[config.mk]
export PLATFORM = sky130hd
export DESIGN_NAME = sensor_debouncer
export DESIGN_NICKNAME = d
export VERILOG_FILES = /design/src/rtl/sensor_debouncer.sv
export SDC_FILE = /design/constraint.sdc
export NUM_CORES = 1
export LEC_CHECK = 0
export CAP_MARGIN = 20
export CORE_AREA = 10 10 47 49
export DETAILED_ROUTE_END_ITERATION = 8
export DIE_AREA = 0 0 57 59
export HOLD_SLACK_MARGIN = 0.02
export SLEW_MARGIN = 20
export SYNTH_ARGS = -nofsm -noshare
export SYNTH_HDL_FRONTEND = slang
export SYNTH_SLANG_ARGS = --single-unit
export TNS_END_PERCENT = 1
[constraint.sdc]
create_clock -name clk -period 1.3 [get_ports clk]
set_input_delay 0.13 -clock clk [delete_from_list [all_inputs] [get_ports clk]]
set_output_delay 0.13 -clock clk [all_outputs]
set_load 0.005 [all_outputs]
[src/rtl/sensor_debouncer.sv]
// -----------------------------------------------------------------------------
// sensor_debouncer
//
// Front-end conditioning for the two gate photo-sensors (A = outer, B = inner).
// Each raw line is brought into the clk domain by a two-flop synchronizer.
// A per-channel debounce counter then lets the output follow only once the
// synchronized level has differed from it for DB_CYCLES consecutive edges.
// Sensor polarity is active-high: 1 means the beam is blocked.
//
// Optional feature (macro SENSOR_FAULT_EN):
//   A saturating counter watches for both clean outputs being high together.
//   After FAULT_CYCLES consecutive such edges a sticky fault flag is raised.
//   The flag stays set until reset. Without the macro, fault is tied to 0.
//
// Parameters:
//   DB_CYCLES     number of edges a new level must hold before the output
//                 follows it (must be >= 2)
//   FAULT_CYCLES  number of edges with A && B before fault asserts
//
// Ports:
//   clk     system clock; all state changes on its rising edge
//   reset   asynchronous, active-high; clears all state
//   raw_A   raw outer sensor, asynchronous to clk
//   raw_B   raw inner sensor, asynchronous to clk
//   A       debounced, synchronized A (registered)
//   B       debounced, synchronized B (registered)
//   fault   sticky "both sensors blocked too long" flag
// -----------------------------------------------------------------------------
module sensor_debouncer #(
    parameter int DB_CYCLES    = 4,
    parameter int FAULT_CYCLES = 64
) (
    input  logic clk,
    input  logic reset,
    input  logic raw_A,
    input  logic raw_B,
    output logic A,
    output logic B,
    output logic fault
);

    localparam int CW = (DB_CYCLES > 2) ? $clog2(DB_CYCLES) : 1;
    localparam logic [CW-1:0] CNT_MAX = CW'(DB_CYCLES - 1);

    // Bit 0 carries channel A and bit 1 carries channel B throughout.
    logic [1:0]    raw;
    logic [1:0]    s1;
    logic [1:0]    s2;
    logic [1:0]    out;
    logic [CW-1:0] cnt [2];

    assign raw = {raw_B, raw_A};

    always_ff @(posedge clk or posedge reset) begin
        if (reset) begin
            s1 <= '0;
            s2 <= '0;
        end else begin
            s1 <= raw;
            s2 <= s1;
        end
    end

    // Any sample that agrees with the output clears the count. A partial
    // count therefore never survives a glitch back to the current level.
    always_ff @(posedge clk or posedge reset) begin
        if (reset) begin
            out <= '0;
            for (int ch = 0; ch < 2; ch++) begin
                cnt[ch] <= '0;
            end
        end else begin
            for (int ch = 0; ch < 2; ch++) begin
                if (s2[ch] == out[ch]) begin
                    cnt[ch] <= '0;
                end else if (cnt[ch] == CNT_MAX) begin
                    out[ch] <= s2[ch];
                    cnt[ch] <= '0;
                end else begin
                    cnt[ch] <= cnt[ch] + 1'b1;
                end
            end
        end
    end

    assign A = out[0];
    assign B = out[1];

`ifdef SENSOR_FAULT_EN
    localparam int FW = $clog2(FAULT_CYCLES + 1);
    localparam logic [FW-1:0] FCNT_MAX = FW'(FAULT_CYCLES);

    logic [FW-1:0] fcnt;
    logic [FW-1:0] fcnt_next;
    logic          fault_q;

    // This looks at the registered outputs. The first increment therefore
    // lands on the edge after A && B becomes visible.
    always_comb begin
        fcnt_next = '0;
        if (out[0] && out[1]) begin
            fcnt_next = (fcnt == FCNT_MAX) ? fcnt : fcnt + 1'b1;
        end
    end

    always_ff @(posedge clk or posedge reset) begin
        if (reset) begin
            fcnt    <= '0;
            fault_q <= 1'b0;
        end else begin
            fcnt <= fcnt_next;
            if (fcnt_next == FCNT_MAX) begin
                fault_q <= 1'b1;
            end
        end
    end

    assign fault = fault_q;
`else
    assign fault = 1'b0;
`endif

endmodule
=== Yosys cells after proc, flatten, opt, wreduce, memory -nomap -nowiden ===
Cells that the tools add are included.
Widths: inputs -> output; s select.

* Logic and storage cells: 20
* Output and inout bits: 3
* Input port bits: 4
* Register bits: 10

* Equal/unequal tests: 4
* Add/subtract/negate cells: 2
* Reduce and logical (&&, ||, !) cells: 2
* Muxes and demuxes: 4
* Bitwise operators: 2

{| class="wikitable"
|+ Operators with widths
! kind !! count
|-
| $mux 2 || 4
|-
| $add 2x1->2 const B || 2
|-
| $eq 2x2->1 const B || 2
|-
| $reduce_and 2->1 || 2
|-
| $eq 1x1->1 || 2
|-
| $not 1->1 || 2
|}

=== Longest topological paths before layout ===
Gate-level depths: netlist of run 1.

* Depth after elaboration: 3
* Gate-level depth with buffers: 2
* Depth with buffers taken out: 2

=== Worst setup path after synthesis of run 1 ===
OpenSTA, ideal clock, no wires.

* Path type: register -> register
* Start point: register cnt[2] (netlist bit)
* End point: register out[0]
* Library setup time: 125 ps
* Cell stages (with the launch flop): 3
* Clock period less this slack: 970 ps
* Slack: 330 ps
* Arrival time: 846 ps
* Data required time: 1,175 ps
* Buffers on the path: 0
* Path through: dfrtp_1 > ha_1 > mux2_2

* Word-level cells in the longest chain between the ends: 2

{| class="wikitable"
|+ RTL lines
! item !! line !! source
|-
| start: declaration || 50 || <nowiki>logic [CW-1:0] cnt [2];</nowiki>
|-
| start signal: indexed assignment || 80 || <nowiki>cnt[ch] <= cnt[ch] + 1'b1;</nowiki>
|-
| $eq 2x2->1 || 76 || <nowiki>end else if (cnt[ch] == CNT_MAX) begin</nowiki>
|-
| $reduce_and 2->1 (no source line) || - ||
|-
| end signal: indexed assignment || 77 || <nowiki>out[ch] <= s2[ch];</nowiki>
|-
| end: declaration || 49 || <nowiki>logic [1:0] out;</nowiki>
|}

Every way passes these cells.
A chain may end at the register's enable or synchronous reset.

=== Worst setup path in the final report of run 1 ===
* Start point: register out[0]
* End point: output port A

{| class="wikitable"
|+ RTL lines
! item !! line !! source
|-
| end: declaration || 37 || <nowiki>output logic A,</nowiki>
|}

No word-level cell between the ends.

==> impl_metrics.py, run 1 <==
metrics = {
    "run_status": {
        "status": "finished clean",
    },
    "setup_path": {
        "criticalPathCategory": "register to output pin",
        "endpoint_kind": "output pin",
        "max_stage_delay_ns": 0.40,
        "crit_chain": "dlygate4sd2_1",
        "slowest_stage": "dfrtp_1",
        "cp.required_ns": 1.17,
        "crit_buf_inv": 1,
        "cp_max_fo": 3,
        "startpoint_type": "register",
        "crit_family": "flip-flops",
        "critPathArrivalTime_ns": 0.93,
    },
    "final_layout": {
        "nNetsFinal": 38,
        "num-fill-cells": 142,
        "fin_cells": 47,
        "multiInputGateArea_um2": 101,
        "syn2layout_area_growth_pct": 27.6,
        "diodes": 0,
        "drive_gt1_frac": 0.258,
        "regArea_um2": 250,
    },
    "detailed_routing": {
        "wl_um": 480,
        "first_pass_iters": 1,
        "viasPerCell": 3.91,
        "drtIter0Drc": 0,
        "wl_per_cell_um": 10.2,
        "vias": 184,
        "drtAntennaViolNets": 0,
        "drc": 0,
    },
    "floorplan": {
        "die_h_um": 59,
        "fp.dieArea_mm2": 0.00336,
        "initial_core_util": 0.259,
        "die-width_um": 57,
        "io_pins": 7,
        "row_count": 14,
        "coreArea_mm2": 0.00140,
    },
    "clock_tree": {
        "clkTransAtPathRegs_ns": 0.06,
        "cts_tree": "done",
        "cts_max_path_buffers": 2,
        "cts_root_buf": "clkbuf_4",
        "h-tree-depth": 1,
        "clock_latency_ns": 0.25,
        "cts_sinks": 10,
        "cts_buffers": 3,
        "cts_hold_buf": 0,
    },
    "placed_design": {
        "gp_congestion": 0.604,
        "placedCellCount": 43,
        "post-dp-hpwl_um": 406,
        "place_ws_ns": 0.265,
        "io_buffers": 5,
    },
    "timing": {
        "max_freq_mhz": 947,
        "hold_viol_final": 0,
        "fin_crit_sh": 0.812,
        "worst_slack_ns": 0.244,
        "holdWs_ns": 0.128,
        "setup_viol": 0,
        "slew_violations": 0,
        "finClkSkew_ns": 0.000141,
        "finalSetupTns_ns": 0,
        "rsz0062_at_grt": "no",
        "fin_crit_ns": 1.06,
    },
    "grt": {
        "grt_util_met3": 0.0215,
        "grt.total_usage": 0.0379,
        "grt_max_degree": 11,
        "grtUsageMet2": 0.0558,
        "grt.met1_usage": 0.0279,
        "busiest_layer": "met4",
        "overflow": 0,
        "antenna_found_initial": 0,
        "grt_pass1_wl_um": 869,
        "grt_pass1_vias": 213,
    },
    "synthesis": {
        "ys_types": 9,
        "yosysSeqAreaShare": 0.690,
        "avgSynthCellArea_um2": 15.8,
        "ys_warn_count": 0,
        "ys_ff_latch": 10,
        "syn_nets": 29,
        "synthCells": 23,
        "netlist_area_um2": 363,
    },
    "worst_hold_path": {
        "worstHoldPathType": "primary input to async pin",
    },
    "power_and_ir_drop": {
        "vdd_ir_drop_max_v": 0.000669,
        "p_leak_nw": 0.225,
        "p_per_area_mw_per_mm2": 2080,
    },
    "flow_run": {
        "maxCapViolCount": 0,
    },
}
[cells in the mapped netlist]
| cell | count | area, µm² |
|---|---|---|
| dfrtp_1 | 10 | 250 |
| ha_1 | 2 | 25.0 |
| mux2_2 | 2 | 22.5 |
| nor2b_1 | 2 | 12.5 |
| nor3_2 | 2 | 20.0 |
| xnor2_1 | 2 | 17.5 |
| buf_4 | 1 | 7.51 |
| conb_1 | 1 | 3.75 |
| inv_1 | 1 | 3.75 |
[metrics by stage]
| stage | utilization | area, µm² | total power [mW] |
|---|---|---|---|
| 2_1_floorplan | - | 363 | 0.615 |
| 3_5_place_dp | 0.304 | 425 | 0.734 |
| 5_1_grt | 0.330 | 463 | 1.04 |
| 4_1_cts | 0.329 | 460 | 0.992 |
| 6_report | 0.330 | 463 | 0.961 |
| 3_3_place_gp | 0.304 | 425 | 0.703 |
[final cells by class]
class / count / area share
inverter: 1 / 0.00811
sequential: 10 / 0.541
clock buffer: 4 / 0.0784
tap: 16 / 0.0432
multi-input combinational: 11 / 0.219
timing repair buffer: 5 / 0.111
[state kept, by name, indices dropped and copies added, names as in the netlist]
signal and count:
cnt 4, out 2, s1 2, s2 2
[power breakdown]
part / total (mW) / internal [mW] / switching [mW]
Clock: 0.262 / 0.169 / 0.0929
Combinational: 0.245 / 0.148 / 0.0971
Sequential: 0.454 / 0.400 / 0.0539
Total: 0.961 / 0.717 / 0.244
[worst paths after layout]
| check | start | endpoint | slack, ns | cells after the start |
|---|---|---|---|---|
| worst max-delay path | out[0]$_DFFE_PP0P_ | A | 0.24 | 1 |
| worst min-delay path | reset | out[0]$_DFFE_PP0P_ | 0.13 | 2 |
| worst max register to register | cnt[2]$_DFF_PP0_ | out[0]$_DFFE_PP0P_ | 0.27 | 2 |
| worst min register to register | s1[1]$_DFF_PP0_ | s2[1]$_DFF_PP0_ | 0.36 | 0 |
| max in group asynchronous | reset | s2[1]$_DFF_PP0_ | 0.93 | 2 |
| min in group clk | raw_B | s1[1]$_DFF_PP0_ | 0.31 | 1 |
[routing by layer]
layer	wire length [µm]	share of wire
met1	169	0.35
met2	259	0.54
met3	27	0.056
met4	24	0.050
met5	0	0
[cells in the final DEF, fill, tap and decap left out]
master / Yosys / final
clkbuf_8: 0 / 1
nor2b_1: 2 / 2
xnor2_1: 2 / 2
dlygate4sd2_1: 0 / 1
inv_1: 1 / 1
nor3_2: 2 / 2
clkdlybuf4s50_1: 0 / 3
ha_1: 2 / 2
clkbuf_4: 0 / 3
conb_1: 1 / 1
dlymetal6s2s_1: 0 / 1
dfrtp_1: 10 / 10
mux2_2: 2 / 2
[kinds of logic after synthesis]
kind of cell,share of synthesized area
and+or+nand+nor,0.0897
other,0.0103
buffers and inverters,0.0310
xor gates and xnor gates,0.0483
adders and majority gates,0.0690
muxes,0.0621
DFF,0.690
[what timing repair did]
| action | in CTS | in global routing |
|---|---|---|
| resized for setup | 1 | 1 |
| pin swaps | 0 | 0 |
| setup buffers | 0 | 0 |
| endpoints found under the setup margin | 1 | 1 |
(Power assumes the default switching activity.)
==> inputs of run 2 (changes only) <==
==> constraint.sdc (replaced) <==
create_clock -name clk -period 0.9 [get_ports clk]
set_input_delay 0.09 -clock clk [delete_from_list [all_inputs] [get_ports clk]]
set_output_delay 0.09 -clock clk [all_outputs]
set_load 0.005 [all_outputs]
==> run 2 against run 1 <==
  * The run now ends with negative setup slack left
  * Setup slack worse by 0.32 ns
  * Sequential cell count stayed put
  * Routed wire length is 14% higher
  * Global-route usage is 0.23 points higher
  * Power is 79% higher
  * Non-clock buffer count is 7 higher
  * First-iteration DRC count stayed put
  * Sequential share of layout area is 9.5 points lower
  * Sequential power is 44% higher
  * Critical path type is now register to register
  * Largest power group is now combinational cells
==> impl_metrics.py, run 2 (synthesis gave the netlist of run 1 again) <==
metrics = {
    "grt": {
        "grt_pass1_vias": 266,
        "antenna_found_initial": 0,
        "grt_pass1_wl_um": 1040,
        "grt.total_usage": 0.0402,
        "grt_max_degree": 11,
        "overflow": 0,
    },
    "detailed_routing": {
        "wl_per_cell_um": 10.3,
        "drc": 0,
        "first_pass_iters": 1,
        "drtAntennaViolNets": 0,
        "viasPerCell": 4.09,
        "wl_um": 547,
        "drtIter0Drc": 0,
        "vias": 217,
    },
    "timing": {
        "hold_viol_final": 0,
        "fin_crit_ns": 0.974,
        "slew_violations": 0,
        "rsz0062_at_grt": "yes",
        "fin_crit_sh": 1.08,
        "worst_slack_ns": -0.0739,
        "holdWs_ns": 0.104,
        "setup_viol": 4,
        "finClkSkew_ns": 0.0000664,
        "finalSetupTns_ns": -0.227,
        "max_freq_mhz": 1030,
    },
    "power_and_ir_drop": {
        "p_leak_nw": 0.264,
        "report.power.total_mw": 1.72,
        "vdd_ir_drop_max_v": 0.00127,
        "p_per_area_mw_per_mm2": 3060,
    },
    "floorplan": {
        "initial_core_util": 0.259,
        "io_pins": 7,
        "coreArea_mm2": 0.00140,
        "die_h_um": 59,
        "die-width_um": 57,
        "fp.dieArea_mm2": 0.00336,
        "row_count": 14,
    },
    "placed_design": {
        "io_buffers": 5,
        "place_ws_ns": -0.0719,
        "placedCellCount": 49,
        "gp_congestion": 0.666,
        "post-dp-hpwl_um": 462,
    },
    "setup_path": {
        "slowest_stage": "dfrtp_1",
        "crit_family": "flip-flops",
        "criticalPathCategory": "register to register",
        "startpoint_type": "register",
        "cp.required_ns": 1.03,
        "endpoint_kind": "register",
        "crit_buf_inv": 0,
        "crit_chain": "ha_2, mux2_4",
        "max_stage_delay_ns": 0.38,
        "critPathArrivalTime_ns": 1.10,
        "cp_max_fo": 2,
    },
    "clock_tree": {
        "cts_max_path_buffers": 2,
        "cts_sinks": 10,
        "cts_buffers": 3,
        "h-tree-depth": 1,
        "clock_latency_ns": 0.25,
        "cts_tree": "done",
        "clkTransAtPathRegs_ns": 0.05,
        "cts_root_buf": "clkbuf_4",
        "cts_hold_buf": 0,
    },
    "final_layout": {
        "top_register": "cnt",
        "diodes": 0,
        "final_cell_mix": "dfrtp_1, buf_4, clkbuf_4, clkdlybuf4s50_1",
        "layout_commonest_cell": "dfrtp_1",
        "fin_cells": 53,
        "largest_reg_flops": 4,
        "nNetsFinal": 45,
        "syn2layout_area_growth_pct": 54.8,
        "drive_gt1_frac": 0.568,
    },
    "flow_run": {
        "maxCapViolCount": 0,
    },
    "worst_hold_path": {
        "worstHoldPathType": "primary input to async pin",
    },
    "run_status": {
        "status": "finished, violations left",
        "violations": "negative setup slack",
    },
}
[run 2: area by class of cell]
cell class / count / area (µm²)
flip-flops and latches: 10 / 250
repair buffers: 12 / 100
inverters: 1 / 3.75
well taps: 16 / 20.0
multi-input cells: 11 / 165
clock buffers: 3 / 22.5
fillers: 127 / 840
[run 2: timing repair]
item | 4_1_cts | 5_1_grt
resized for setup | 7 | 7
buffers inserted | 1 | 0
endpoints found under the setup margin | 8 | 8
pin swaps | 1 | 2
[run 2: metrics by stage]
step	util	area (µm²)
6_report	0.401	562
5_1_grt	0.401	562
4_1_cts	0.385	539
3_5_place_dp	0.345	483
3_3_place_gp	0.345	483
2_1_floorplan	-	375
[run 2: path summary, 6_finish.rpt]
kind	from	to	slack (ns)	depth (start not counted)
worst max-delay path	cnt[2]$_DFF_PP0_	out[0]$_DFFE_PP0P_	-0.07	2
worst min-delay path	reset	s1[1]$_DFF_PP0_	0.10	2
max in group asynchronous	reset	cnt[2]$_DFF_PP0_	0.54	2
worst min register to register	s1[1]$_DFF_PP0_	s2[1]$_DFF_PP0_	0.35	0
min in group clk	raw_B	s1[1]$_DFF_PP0_	0.28	1
worst max register to register	cnt[2]$_DFF_PP0_	out[0]$_DFFE_PP0P_	-0.07	2
[run 2: power by group]
part | internal, mW | switching, mW
clock | 0.152 | 0.116
sequential | 0.579 | 0.0736
combinational | 0.524 | 0.277
total | 1.26 | 0.466
[run 2: layer usage]
layer / share of wire / GRT usage / wire (µm)
met5: 0 / 0 / 0
met4: 0.0073 / 0.0403 / 4
met3: 0.073 / 0.0172 / 40
met2: 0.55 / 0.0682 / 301
met1: 0.37 / 0.0342 / 202
==> inputs of run 3 (changes only) <==
--- a/config.mk
+++ b/config.mk
@@ -9,6 +9,7 @@
 export CORE_AREA = 10 10 47 49
 export DETAILED_ROUTE_END_ITERATION = 8
 export DIE_AREA = 0 0 57 59
+export GPL_ROUTABILITY_DRIVEN = 0
 export HOLD_SLACK_MARGIN = 0.02
 export SLEW_MARGIN = 20
 export SYNTH_ARGS = -nofsm -noshare
==> results of run 3 <==
The final DEF is identical to that of run 2; final timing and power are the same.
